[config.mk]
export PLATFORM = sky130hd
export DESIGN_NAME = dcd_var_sched_flat
export DESIGN_NICKNAME = d
export VERILOG_FILES = /design/src/rtl/dcd_var_sched_if.sv /design/src/rtl/dcd_var_sched.sv /design/src/flat_wrapper.sv
export SDC_FILE = /design/constraint.sdc
export NUM_CORES = 1
export LEC_CHECK = 0
export ABC_AREA = 1
export CAP_MARGIN = 10
export CORE_MARGIN = 1.5
export CORE_UTILIZATION = 43
export DETAILED_ROUTE_END_ITERATION = 10
export HOLD_SLACK_MARGIN = 0.03
export PLACE_DENSITY = 0.8
export SLEW_MARGIN = 20
export SYNTH_ARGS = -nofsm -noshare
export SYNTH_HDL_FRONTEND = slang
export SYNTH_SLANG_ARGS = --single-unit
[constraint.sdc]
create_clock -name clk -period 2.37 [get_ports clk]
set_clock_uncertainty 0.05 [all_clocks]
set_input_delay 0.474 -clock clk [delete_from_list [all_inputs] [get_ports clk]]
set_output_delay 0.474 -clock clk [all_outputs]
set_load 0.1 [all_outputs]
[src/rtl/dcd_var_sched_if.sv]
`default_nettype none
// +----------------------------------------------------------------------------+
// | dcd_var_sched_if: request, state-RAM and decoder bundle of dcd_var_sched    |
// | Revision: 1.0                                                               |
// +----------------------------------------------------------------------------+
interface dcd_var_sched_if #(
  parameter int GROUP_W = 4,
  parameter int WIDTH   = 3
);
  logic                 start_i;
  logic                 abort_i;
  logic                 busy_o;
  logic                 done_o;
  logic                 found_o;
  logic [GROUP_W+2:0]   var_idx_o;
  logic                 rd_en_o;
  logic [GROUP_W-1:0]   rd_addr_o;
  logic [8*WIDTH-1:0]   rd_data_i;
  logic                 wr_en_o;
  logic [GROUP_W-1:0]   wr_addr_o;
  logic [8*WIDTH-1:0]   wr_data_o;
  logic [8*WIDTH-1:0]   dcd_value_o;
  logic [1:0]           dcd_lock_cnt_o;
  logic [7:0]           dcd_index_i;
  logic [1:0]           dcd_lock_cnt_i;

  // Environment side: requester, state RAM and decoder.
  modport master (
    output start_i, abort_i, rd_data_i, dcd_index_i, dcd_lock_cnt_i,
    input  busy_o, done_o, found_o, var_idx_o, rd_en_o, rd_addr_o,
           wr_en_o, wr_addr_o, wr_data_o, dcd_value_o, dcd_lock_cnt_o
  );

  // Scheduler side.
  modport slave (
    input  start_i, abort_i, rd_data_i, dcd_index_i, dcd_lock_cnt_i,
    output busy_o, done_o, found_o, var_idx_o, rd_en_o, rd_addr_o,
           wr_en_o, wr_addr_o, wr_data_o, dcd_value_o, dcd_lock_cnt_o
  );
endinterface
`default_nettype wire

[src/rtl/dcd_var_sched.sv]
`default_nettype none
// +----------------------------------------------------------------------------+
// | dcd_var_sched: wrapping group scan of the variable-state RAM for decisions  |
// | Revision: 1.0                                                               |
// +----------------------------------------------------------------------------+
module dcd_var_sched #(
  parameter int               NUM_GROUPS   = 16,
  parameter int               GROUP_W      = 4,
  parameter int               WIDTH        = 3,
  parameter logic [WIDTH-1:0] DECIDE_VALUE = 3'b010
) (
  input  wire logic            clk,
  input  wire logic            rst,
  dcd_var_sched_if.slave       bus
);

  localparam int               CNT_W  = GROUP_W + 1;
  localparam logic [CNT_W-1:0] c_num  = CNT_W'(NUM_GROUPS);
  localparam logic [CNT_W-1:0] c_last = CNT_W'(NUM_GROUPS - 1);

  typedef enum logic [1:0] {
    ST_IDLE   = 2'd0,
    ST_SCAN   = 2'd1,
    ST_FINISH = 2'd2
  } state_t;

  state_t              r_state;
  state_t              w_state_nxt;

  logic [GROUP_W-1:0]  r_ptr;
  logic [CNT_W-1:0]    r_issued;
  logic [CNT_W-1:0]    r_evald;
  logic                r_eval_vld;
  logic [GROUP_W-1:0]  r_eval_grp;
  logic [GROUP_W-1:0]  r_last_grp;
  logic                r_found;
  logic [GROUP_W+2:0]  r_var_idx;
  logic [GROUP_W-1:0]  r_wr_addr;
  logic [8*WIDTH-1:0]  r_wr_data;

  logic                w_accept;
  logic                w_issue;
  logic                w_eval;
  logic                w_hit;
  logic                w_exhaust;
  logic [2:0]          w_pos;
  logic [8*WIDTH-1:0]  w_patched;
  logic                w_unused_lock;

  // Lock count from the decoder is reserved and intentionally ignored.
  assign w_unused_lock      = ^bus.dcd_lock_cnt_i;
  assign bus.dcd_value_o    = bus.rd_data_i;
  assign bus.dcd_lock_cnt_o = 2'b00;

  assign bus.found_o   = r_found;
  assign bus.var_idx_o = r_var_idx;
  assign bus.rd_addr_o = r_ptr;
  assign bus.wr_addr_o = r_wr_addr;
  assign bus.wr_data_o = r_wr_data;

  always_ff @(posedge clk) begin
    if (rst) r_state <= ST_IDLE;
    else     r_state <= w_state_nxt;
  end

  always_comb begin
    w_state_nxt = r_state;
    w_accept    = 1'b0;
    w_issue     = 1'b0;
    w_eval      = 1'b0;
    w_hit       = 1'b0;
    w_exhaust   = 1'b0;
    bus.busy_o  = 1'b0;
    bus.done_o  = 1'b0;
    bus.wr_en_o = 1'b0;
    bus.rd_en_o = 1'b0;
    case (r_state)
      ST_IDLE: begin
        if (bus.start_i && !bus.abort_i) begin
          w_accept    = 1'b1;
          w_state_nxt = ST_SCAN;
        end
      end
      ST_SCAN: begin
        bus.busy_o  = 1'b1;
        w_issue     = (r_issued < c_num);
        bus.rd_en_o = w_issue;
        w_eval      = r_eval_vld;
        w_hit       = r_eval_vld && (|bus.dcd_index_i);
        w_exhaust   = r_eval_vld && !(|bus.dcd_index_i) && (r_evald == c_last);
        if (bus.abort_i)              w_state_nxt = ST_IDLE;
        else if (w_hit || w_exhaust)  w_state_nxt = ST_FINISH;
      end
      ST_FINISH: begin
        bus.busy_o  = 1'b1;
        bus.done_o  = 1'b1;
        bus.wr_en_o = r_found;
        w_state_nxt = ST_IDLE;
      end
      default: w_state_nxt = ST_IDLE;
    endcase
  end

  // Lowest set decoder bit wins.
  always_comb begin
    w_pos = 3'd0;
    for (int k = 7; k >= 0; k--) begin
      if (bus.dcd_index_i[k]) w_pos = 3'(k);
    end
  end

  always_comb begin
    w_patched = bus.rd_data_i;
    w_patched[int'(w_pos)*WIDTH +: WIDTH] = DECIDE_VALUE;
  end

  always_ff @(posedge clk) begin
    if (rst) begin
      r_ptr      <= '0;
      r_issued   <= '0;
      r_evald    <= '0;
      r_eval_vld <= 1'b0;
      r_eval_grp <= '0;
      r_last_grp <= '0;
      r_found    <= 1'b0;
      r_var_idx  <= '0;
      r_wr_addr  <= '0;
      r_wr_data  <= '0;
    end else begin
      // Read data returns one cycle after the strobe; remember which group it is.
      r_eval_vld <= w_issue;
      r_eval_grp <= r_ptr;
      if (bus.abort_i && (r_state != ST_FINISH)) begin
        r_found <= 1'b0;
      end else if (w_accept) begin
        r_ptr    <= r_last_grp;
        r_issued <= '0;
        r_evald  <= '0;
        r_found  <= 1'b0;
      end else if (r_state == ST_SCAN) begin
        if (w_issue) begin
          r_ptr    <= r_ptr + 1'b1;
          r_issued <= r_issued + 1'b1;
        end
        if (w_eval) r_evald <= r_evald + 1'b1;
        if (w_hit) begin
          r_found    <= 1'b1;
          r_var_idx  <= {r_eval_grp, w_pos};
          r_last_grp <= r_eval_grp;
          r_wr_addr  <= r_eval_grp;
          r_wr_data  <= w_patched;
        end
      end
    end
  end

endmodule
`default_nettype wire
[src/flat_wrapper.sv]
// flat-port wrapper written by rule: the top's interface ports become plain ports
module dcd_var_sched_flat 
#(
  parameter int               NUM_GROUPS   = 16,
  parameter int               GROUP_W      = 4,
  parameter int               WIDTH        = 3,
  parameter logic [WIDTH-1:0] DECIDE_VALUE = 3'b010
)
  (clk, rst, bus_start_i, bus_abort_i, bus_rd_data_i, bus_dcd_index_i, bus_dcd_lock_cnt_i, bus_busy_o, bus_done_o, bus_found_o, bus_var_idx_o, bus_rd_en_o, bus_rd_addr_o, bus_wr_en_o, bus_wr_addr_o, bus_wr_data_o, bus_dcd_value_o, bus_dcd_lock_cnt_o);
  dcd_var_sched_if #(.GROUP_W(GROUP_W), .WIDTH(WIDTH)) bus_i ();
  input  wire logic clk;
  input  wire logic rst;
  input wire logic [$bits(bus_i.start_i)-1:0] bus_start_i;
  input wire logic [$bits(bus_i.abort_i)-1:0] bus_abort_i;
  input wire logic [$bits(bus_i.rd_data_i)-1:0] bus_rd_data_i;
  input wire logic [$bits(bus_i.dcd_index_i)-1:0] bus_dcd_index_i;
  input wire logic [$bits(bus_i.dcd_lock_cnt_i)-1:0] bus_dcd_lock_cnt_i;
  output wire logic [$bits(bus_i.busy_o)-1:0] bus_busy_o;
  output wire logic [$bits(bus_i.done_o)-1:0] bus_done_o;
  output wire logic [$bits(bus_i.found_o)-1:0] bus_found_o;
  output wire logic [$bits(bus_i.var_idx_o)-1:0] bus_var_idx_o;
  output wire logic [$bits(bus_i.rd_en_o)-1:0] bus_rd_en_o;
  output wire logic [$bits(bus_i.rd_addr_o)-1:0] bus_rd_addr_o;
  output wire logic [$bits(bus_i.wr_en_o)-1:0] bus_wr_en_o;
  output wire logic [$bits(bus_i.wr_addr_o)-1:0] bus_wr_addr_o;
  output wire logic [$bits(bus_i.wr_data_o)-1:0] bus_wr_data_o;
  output wire logic [$bits(bus_i.dcd_value_o)-1:0] bus_dcd_value_o;
  output wire logic [$bits(bus_i.dcd_lock_cnt_o)-1:0] bus_dcd_lock_cnt_o;
  assign bus_i.start_i = bus_start_i;
  assign bus_i.abort_i = bus_abort_i;
  assign bus_i.rd_data_i = bus_rd_data_i;
  assign bus_i.dcd_index_i = bus_dcd_index_i;
  assign bus_i.dcd_lock_cnt_i = bus_dcd_lock_cnt_i;
  assign bus_busy_o = bus_i.busy_o;
  assign bus_done_o = bus_i.done_o;
  assign bus_found_o = bus_i.found_o;
  assign bus_var_idx_o = bus_i.var_idx_o;
  assign bus_rd_en_o = bus_i.rd_en_o;
  assign bus_rd_addr_o = bus_i.rd_addr_o;
  assign bus_wr_en_o = bus_i.wr_en_o;
  assign bus_wr_addr_o = bus_i.wr_addr_o;
  assign bus_wr_data_o = bus_i.wr_data_o;
  assign bus_dcd_value_o = bus_i.dcd_value_o;
  assign bus_dcd_lock_cnt_o = bus_i.dcd_lock_cnt_o;
  dcd_var_sched #(.NUM_GROUPS(NUM_GROUPS), .GROUP_W(GROUP_W), .WIDTH(WIDTH), .DECIDE_VALUE(DECIDE_VALUE)) u_core (.clk(clk), .rst(rst), .bus(bus_i));
endmodule
* Word-level counts from Yosys, hierarchy flattened
Index checks and enable logic that the tools add are counted.
** Word-level totals
- Logic and storage cells :: 76
- Input port bits :: 38
- Register bits :: 57
- Output and inout bits :: 70
** Cells by class
- Multiplexer cells :: 30
- Add/subtract/negate cells :: 4
- Equal/unequal tests :: 6
- Shifts and indexed selects :: 2
- Reduce and logical (&&, ||, !) cells :: 20
- Bitwise gates (word level) :: 2
- Multipliers :: 1
- Magnitude comparators :: 1
** Operator list (number)
- 32-bit negation with 33-bit output :: 1
- 3-bit by 33-bit variable shift with 24-bit output (first input constant) :: 1
- 3-bit by 33-bit variable part select with 24-bit output (first input constant) :: 1
- 5-bit two-way mux :: 6
- 24-bit bitwise mux :: 1
- 3-bit two-way mux :: 8
- 4-bit two-way mux :: 3
- 5-bit by 1-bit adder with 5-bit output (second input constant) :: 2
- 1-bit two-way mux :: 8
- 8-bit OR reduction :: 1
- 2-bit two-way mux :: 3
- 3-bit AND reduction :: 2
- 2-bit nonzero test :: 3
- 5-bit by 4-bit == test with 1-bit output (second input constant) :: 1
- 1-bit logical AND :: 5
- 5-bit less-than comparator (second input constant) :: 1
- 3-bit by 2-bit multiplier with 5-bit output (second input constant) :: 1
- 4-bit by 1-bit adder with 4-bit output (second input constant) :: 1
- 2-bit one-hot mux with 2 select lines :: 1
- 2-bit AND reduction :: 2
- 4-bit AND reduction :: 1
- 3-bit by 2-bit != test with 1-bit output (second input constant) :: 1
- 3-bit OR reduction :: 1
- 2-bit by 1-bit == test with 1-bit output (second input constant) :: 1
- 8 further kinds :: 10

* Depth between registers and ports, before layout
Gate-level depths: netlist (run 1).
- Depth after elaboration :: 12
- Mapped depth :: 16
- Mapped depth without buffers :: 16

* Least setup slack after synthesis (run 1)
Ideal clock, no wire load.
- Kind :: reg2out
- From :: register u_core.r_state[0]
- To :: output bus_wr_en_o
- Data arrival time :: 1.972 ns
- Path buffers :: 0
- Cell stages (with the launch flop) :: 5
- Path slack :: -0.126 ns
- Data required time :: 1.846 ns
- Cells stage by stage :: dfxtp_1 > inv_1 > ha_1 > nand2_1 > inv_1
** Between the ends
- Cells in the longest elaborated chain, start to end :: 2
** Ends and longest elaborated chain
- start, declared :: line dcd_var_sched.sv:27 : state_t r_state;
- start signal, assigned :: line dcd_var_sched.sv:63 : else r_state <= w_state_nxt;
- 2-bit == test :: line dcd_var_sched.sv:77 : case (r_state)
- 1-bit two-way mux :: line dcd_var_sched.sv:77
- end, declared :: line flat_wrapper.sv:24 : output wire logic [$bits(bus_i.wr_en_o)-1:0] bus_wr_en_o;
Every way passes these cells.

* Worst setup path after layout (run 1)
- From :: register u_core.r_state[1]
- To :: output bus_rd_en_o
** Between the ends
- Cells in the longest elaborated chain, start to end :: 2
** Ends and longest elaborated chain
- 2-bit by 1-bit == test with 1-bit output :: line dcd_var_sched.sv:77
- 1-bit two-way mux :: line dcd_var_sched.sv:77
- end, declared :: line flat_wrapper.sv:22 : output wire logic [$bits(bus_i.rd_en_o)-1:0] bus_rd_en_o;
Every way passes these cells.

==> summary.md, run 1 <==
| Metric | Value |
|---|---|
| NetSw | `0.771 mW` |
| Worst Setup SP | `u_core.r_state[1]` |
| Die Ht | `81.1 um` |
| LEAKAGE | `1.74 nW` |
| Final Max Tran Viols | `0` |
| Core area | `0.00589 sq mm` |
| Worst Tran Pin Value | `0.519 ns` |
| R2R Path Start | `u_core.r_state[0]` |
| Run status | `finished, final reports clean` |
| Fmax | `467 MHz` |
| Largest net degree at the start of global routing | `40` |
| Postcts setup bufs | `0` |
| Max Root-Sink Buffers | `2` |
| Mux cell area share after synthesis | `0` |
| Clock power share | `0.287` |
| Compound-gate portion of the synthesized area | `0.182` |
| Maximum vdd drop | `0.000420 V` |
| Tmin final | `2.14 ns` |
| Initial drt markers | `113` |
| Die X | `81.1 um` |
| Post-synth EDFFs | `0` |
| First-pass GRT wire length | `10.3 mm` |
| Clock sinks | `53` |
| Slew Limit Headroom | `0.654` |
| Port bufs | `103` |
| Fin util | `0.646` |
| Capture point of the worst reg-to-reg path | `u_core.bus.wr_data_o[8]` |
| Mapped Area | `0.00262 sq mm` |
| Row count | `28` |
| Design area | `0.00380 sq mm` |
| Sw Share | `0.343` |
| Tot Pwr | `2.25 mW` |
| DR vias | `2452` |
| Worst reg2reg path depth | `9` |
| Pre-CTS WS | `-0.0470 ns` |
| Hold_buf cts | `0` |
| Comb pwr share | `0.302` |
| Setup total negative slack | `0 ns` |
| H-tree depth | `2` |
| Tcrit/Tclk final | `0.904` |
| Initial Utilization | `0.445` |
| CTS Root Cell | `clkbuf_8` |
| Critical path data arrival time | `1.62 ns` |
| Synth cell types | `30` |
| Share of layout cells above drive strength 1 | `0.218` |
| Final hold vios | `0` |
| Setup-failing EPs final | `0` |
| DRT Pass-1 Iters | `4` |
| Setup crit start kind | `flip-flop` |
| Grt total ovfl | `0` |
| R2R Setup Slk | `0.35 ns` |
| Data required time of the critical path | `1.85 ns` |
| Yosys warning total | `0` |
| Crit path kind | `reg -> out` |
| Syn avg cell area | `7.51 sq um` |
| Synthesis-to-layout area growth | `45.1%` |
| Crit path capture type | `output pin` |
| # DRC | `0` |
| P_int | `1.47 mW` |
| Initial antenna violation count | `0` |
| Flops & latches, synth | `53` |
| Worst-path clk slew | `0.09 ns` |
| Antenna Nets Post-Route | `0` |
| Post-synthesis sequential area ratio | `0.405` |
| Post_cts resized | `0` |
| PwrDens | `591 mW/mm^2` |
| Number of global-route vias before repair | `2186` |
| Drt total wl | `6.55 mm` |
| Sequential Power Share | `0.411` |
| RSZ-0062 raised after global routing | `false` |
| Clock latency on the worst-skew pair | `0.31 ns` |
| Async SR Flop Fraction | `0` |
| Synth Area in Adders | `0.0478` |
| Simple-Gate Fraction of Synth Area | `0.186` |
| Detail Placement HPWL | `5.16 mm` |
| Synth Instances | `349` |
| Placed inst area | `0.00368 sq mm` |
| NumNets Final | `474` |
| Worst setup path endpoint | `bus_rd_en_o` |
| Global Route Usage Sum | `0.202` |
| CTS tree | `built` |
| Via-per-instance ratio | `4.88` |
| Die area | `0.00657 sq mm` |
| Top FF cell, synth | `dfxtp_1` |
| Filler cells | `484` |
| Maxcap violations | `0` |
| Num ports | `108` |
| Total CTS buffers | `5` |
| Crit Path Max Fanout | `4` |
| Hold Crit Class | `reg -> reg` |
| Synth Area in XOR/XNOR | `0.00669` |
| Main combinational cell family by area after synthesis | `simple AND/OR/NAND/NOR gates` |
| Placer Congestion | `0.770` |
| Ant. Diodes | `0` |
| Routed wire per std cell | `13.0 um` |
| Final WS setup | `0.227 ns` |
worst min path at each step:
| stage | start | to | slack (ns) | cells after the start |
|---|---|---|---|---|
| CTS | u_core.r_eval_grp[1] | u_core.bus.var_idx_o[4] | 0.41 | 2 |
| global route | u_core.r_eval_grp[1] | u_core.bus.var_idx_o[4] | 0.43 | 2 |
| floorplan | u_core.r_eval_grp[1] | u_core.bus.var_idx_o[4] | 0.37 | 2 |
| finish | u_core.r_eval_grp[1] | u_core.bus.var_idx_o[4] | 0.40 | 2 |
| global placement | u_core.r_eval_grp[1] | u_core.bus.var_idx_o[4] | 0.38 | 2 |
| detailed placement | u_core.r_eval_grp[1] | u_core.bus.var_idx_o[4] | 0.39 | 2 |
final cells by class:
type	instances	area [sq um]	share of cell area
tap	75	93.8	0.0247
sequential	53	1060	0.279
clock inverter	2	37.5	0.00987
clock buffer	6	82.6	0.0217
multi-input combinational	213	1120	0.294
timing repair buffer	109	1240	0.327
inverter	44	165	0.0434
worst max-delay path, cell delays in order, from the launching register on:
cell and delay (ns):
dfxtp_1 0.33, inv_1 0.10, ha_1 0.20, inv_1 0.07, or2_1 0.28, inv_1 0.15, buf_12 0.19
power groups by stage:
stage | combinational [mW] | clock, mW | sequential [mW]
floorplan | 0.401 | 0 | 1.01
global placement | 0.670 | 0 | 0.943
detailed placement | 0.679 | 0 | 0.944
CTS | 0.681 | 0.656 | 0.923
global route | 0.713 | 0.691 | 0.926
finish | 0.679 | 0.645 | 0.923
flip-flops by register name, summed over array words and instances, names as in the netlist:
register,cells
u_core.r_state,2
u_core.r_eval_grp,4
u_core.r_last_grp,1
u_core.r_eval_vld,1
u_core.bus.var_idx_o,6
u_core.r_issued,5
u_core.bus.found_o,1
u_core.bus.rd_addr_o,4
u_core.bus.wr_data_o,24
u_core.r_evald,5
cell usage in the layout (no fill, tap or decap), types with 2 or more instances in the layout:
cell / count
conb_1: 2
clkdlybuf4s50_1: 35
nand3_1: 7
xor2_1: 2
nand2_1: 54
ha_1: 9
buf_12: 27
buf_4: 47
a211oi_1: 2
dfxtp_1: 53
nand4_1: 2
inv_2: 3
nor2_1: 32
nor3b_1: 2
clkbuf_8: 6
nor3_1: 5
a21oi_1: 41
nand3_4: 2
inv_1: 41
o21ai_0: 42
synth_stat cells, drive strengths merged, types with 4 or more instances:
cell type | count | area share
clkbuf | 4 | 0.0057
nor3 | 5 | 0.0095
nand3 | 10 | 0.031
nor2 | 34 | 0.053
inv | 44 | 0.063
a21oi | 42 | 0.085
o21ai | 42 | 0.080
ha | 10 | 0.048
dfxtp | 53 | 0.40
nand2 | 54 | 0.077
buf | 36 | 0.10
through the flow:
stage | cells | hold WS [ns]
2_1_floorplan | 350 | 0.375
3_3_place_gp | 494 | 0.381
3_5_place_dp | 494 | 0.391
4_1_cts | 502 | 0.406
5_1_grt | 502 | 0.433
6_report | 502 | 0.404
cells by family after synthesis:
kind of cell / count (synthesis)
AND/OR/NAND/NOR: 109
AO/OA/AOI/OAI: 90
adder cells (fa/ha/maj): 10
flip-flops: 53
buffers and inverters: 84
XOR/XNOR: 2
other: 1
routing by layer:
metal	routed length, um	share of wire	GRT usage	vias up
met4	61	0.0093	0.0397	0
met1	2660	0.41	0.228	1123
met3	479	0.073	0.0449	6
met5	0	0	0	-
met2	3350	0.51	0.387	80
li1	-	-	-	1243
Note: power is estimated with default switching activity, not from simulation.
==> run 2: changes to the inputs <==
--- a/config.mk
+++ b/config.mk
@@ -6,6 +6,7 @@
 export NUM_CORES = 1
 export LEC_CHECK = 0
 export ABC_AREA = 1
+export ABC_CLOCK_PERIOD_IN_PS = 2370
 export CAP_MARGIN = 10
 export CORE_MARGIN = 1.5
 export CORE_UTILIZATION = 43
==> results of run 2 <==
Final layout, timing and power as in run 1 (identical DEF).
==> run 3: changes to the inputs <==
--- a/config.mk
+++ b/config.mk
@@ -5,9 +5,8 @@
 export SDC_FILE = /design/constraint.sdc
 export NUM_CORES = 1
 export LEC_CHECK = 0
-export ABC_AREA = 1
 export ABC_CLOCK_PERIOD_IN_PS = 2370
-export CAP_MARGIN = 10
+export CAP_MARGIN = 20
 export CORE_MARGIN = 1.5
 export CORE_UTILIZATION = 43
 export DETAILED_ROUTE_END_ITERATION = 10
==> summary.md, run 3 <==
| Metric | Value |
|---|---|
| Crit path kind | `in -> reg` |
| Post-synthesis sequential area ratio | `0.393` |
| Global Route Usage Sum | `0.216` |
| Port bufs | `103` |
| Worst-path clk slew | `0.10 ns` |
| CTS Root Cell | `clkbuf_8` |
| Setup-failing EPs final | `0` |
| H-tree depth | `2` |
| Die Ht | `82.2 um` |
| Crit Path Max Fanout | `5` |
| R2R Setup Slk | `0.33 ns` |
| Post-synth EDFFs | `0` |
| Drt total wl | `7.03 mm` |
| Max Root-Sink Buffers | `2` |
| Clock sinks | `53` |
| Yosys warning total | `0` |
| Core area | `0.00599 sq mm` |
| CTS tree | `built` |
| # DRC | `0` |
| Maxcap violations | `0` |
| Initial Utilization | `0.451` |
| Total CTS buffers | `5` |
| Most common cell after layout, fill and taps aside | `buf_4` |
| DR vias | `2542` |
| Pre-CTS WS | `-0.670 ns` |
| Row count | `28` |
| Via-per-instance ratio | `5.19` |
| Synth cell count leaders | `dfxtp_1, nand2_1, a21oi_1, buf_4, nor2_1` |
| Largest net degree at the start of global routing | `33` |
| Worst reg2reg path depth | `8` |
| Capture point of the worst reg-to-reg path | `u_core.bus.var_idx_o[0]` |
| Setup total negative slack | `0 ns` |
| Post-Place Cells | `479` |
| Count leader, synth | `dfxtp_1` |
| Syn avg cell area | `8.63 sq um` |
| Share of layout cells above drive strength 1 | `0.323` |
| Worst Tran Pin Value | `0.546 ns` |
| Critical path data arrival time | `2.43 ns` |
| Most frequent cells in the layout | `buf_4, dfxtp_1, nand2_1` |
| Final Max Tran Viols | `0` |
| Data required time of the critical path | `2.53 ns` |
| Die X | `82.2 um` |
| Die area | `0.00676 sq mm` |
| Synth Instances | `313` |
| Flops & latches, synth | `53` |
| Synth cell types | `52` |
| Detail Placement HPWL | `5.42 mm` |
| Ant. Diodes | `0` |
| Grt total ovfl | `0` |
| Slew Limit Headroom | `0.633` |
| First-pass GRT wire length | `11.2 mm` |
| Antenna Nets Post-Route | `0` |
| Tmin final | `2.27 ns` |
| Initial drt markers | `125` |
| Synth top area share | `0.393` |
| Max FFs per register | `24` |
| Mapped Area | `0.00270 sq mm` |
| Initial antenna violation count | `0` |
| Placer Congestion | `0.815` |
| Crit path capture type | `flip-flop` |
| Synthesis-to-layout area growth | `52.1%` |
| NumNets Final | `462` |
| Routed wire per std cell | `14.3 um` |
| Top FF cell, synth | `dfxtp_1` |
| DRT Pass-1 Iters | `4` |
| Synth area leader | `dfxtp_1` |
| Run status | `finished, final reports clean` |
| Hold EP | `u_core.r_last_grp[3]` |
| Maximum vdd drop | `0.000346 V` |
| Clock latency on the worst-skew pair | `0.31 ns` |
| Hold Path Stages | `2` |
| Number of global-route vias before repair | `2396` |
| Tcrit/Tclk final | `0.958` |
| HP Start | `u_core.r_eval_grp[3]` |
| Hold_buf cts | `0` |
| Async SR Flop Fraction | `0` |
| PwrDens | `498 mW/mm^2` |
| Hold Crit Class | `reg -> reg` |
| LEAKAGE | `1.72 nW` |
| Setup crit start kind | `primary input` |
| Num ports | `108` |
| Final hold vios | `0` |
| Final WS setup | `0.100 ns` |
| Fmax | `441 MHz` |
| Non-Filler Instances | `490` |
| R2R Path Start | `u_core.r_state[0]` |
| Fin util | `0.686` |
| Synth top area cells | `dfxtp_1, buf_4, a21oi_1` |
run 3: changes by cell type in the layout (fill, tap and decap cells not counted), moves of 6 or more:
cell,previous run,this run
buf_4,47,72
nor2b_1,0,6
o21ai_0,42,10
nand2_1,54,35
a21oi_1,41,31
inv_1,41,12
nand2b_1,0,7
nand3_1,7,14
nor2_1,32,22
run 3: cells by family (layout without fill, tap and decap cells):
| logic type | Yosys count | in the layout | synth area share |
|---|---|---|---|
| simple gates | 111 | 111 | 0.221 |
| compound gates | 77 | 77 | 0.191 |
| buf+inv | 57 | 158 | 0.135 |
| flops | 53 | 53 | 0.393 |
| fa+ha+maj | 10 | 10 | 0.0463 |
| xor+xnor | 4 | 4 | 0.0130 |
| other cells | 1 | 2 | 0.00139 |
run 3: layer usage:
metal | up-vias | part of all wire | global-route usage
li1 | 1259 | - | -
met1 | 1199 | 0.43 | 0.269
met2 | 73 | 0.49 | 0.372
met3 | 11 | 0.056 | 0.0319
met4 | 0 | 0.019 | 0.0847
met5 | - | 0 | 0
run 3: stage by stage:
stage	cell area (sq um)	hold slack [ns]	total power [mW]
finish	4110	0.390	2.05
global route	4110	0.414	2.13
CTS	4090	0.391	2.05
detailed placement	3940	0.376	1.52
global placement	3940	0.372	1.52
floorplan	2710	0.367	1.30
run 3: timing repair:
action                     CTS  global route
pin swaps                    1             0
setup endpoints to repair   24            27
setup buffers                2             1
gates resized for setup     10             9
run 3: where the power goes:
part	total (mW)	switching [mW]	internal, mW	leakage (nW)
clock	0.527	0.313	0.214	0.0447
combinational	0.610	0.386	0.224	1.25
sequential	0.910	0.00953	0.900	0.428
total	2.05	0.708	1.34	1.72
run 3: worst max path at each step:
stage	startpoint	endpoint
after detailed placement	bus_dcd_index_i[4]	u_core.bus.wr_data_o[20]
after CTS	bus_dcd_index_i[2]	u_core.r_state[0]
after floorplan	bus_dcd_index_i[4]	u_core.bus.wr_data_o[18]
after global placement	bus_dcd_index_i[4]	u_core.bus.wr_data_o[20]
after global routing	bus_dcd_index_i[5]	u_core.bus.wr_data_o[7]
final	bus_dcd_index_i[6]	u_core.bus.wr_data_o[13]
run 3: cell type report:
class                      instances  area [sq um]
tap                               75          93.8
clock inverter                     3          25.0
clock buffer                       5          68.8
fill                             460          1880
sequential                        53          1060
inverter                          14          52.6
multi-input combinational        204          1330
timing repair buffer             136          1480
run 3: critical path, cell delays in order:
cell,delay (ns)
clkdlybuf4s50_1,0.42
buf_4,0.16
nor2b_1,0.11
o21ai_1,0.08
o21ai_2,0.09
inv_2,0.08
ha_4,0.18
or3_4,0.42
nand2_4,0.12
nor4_4,0.06
o31a_1,0.23
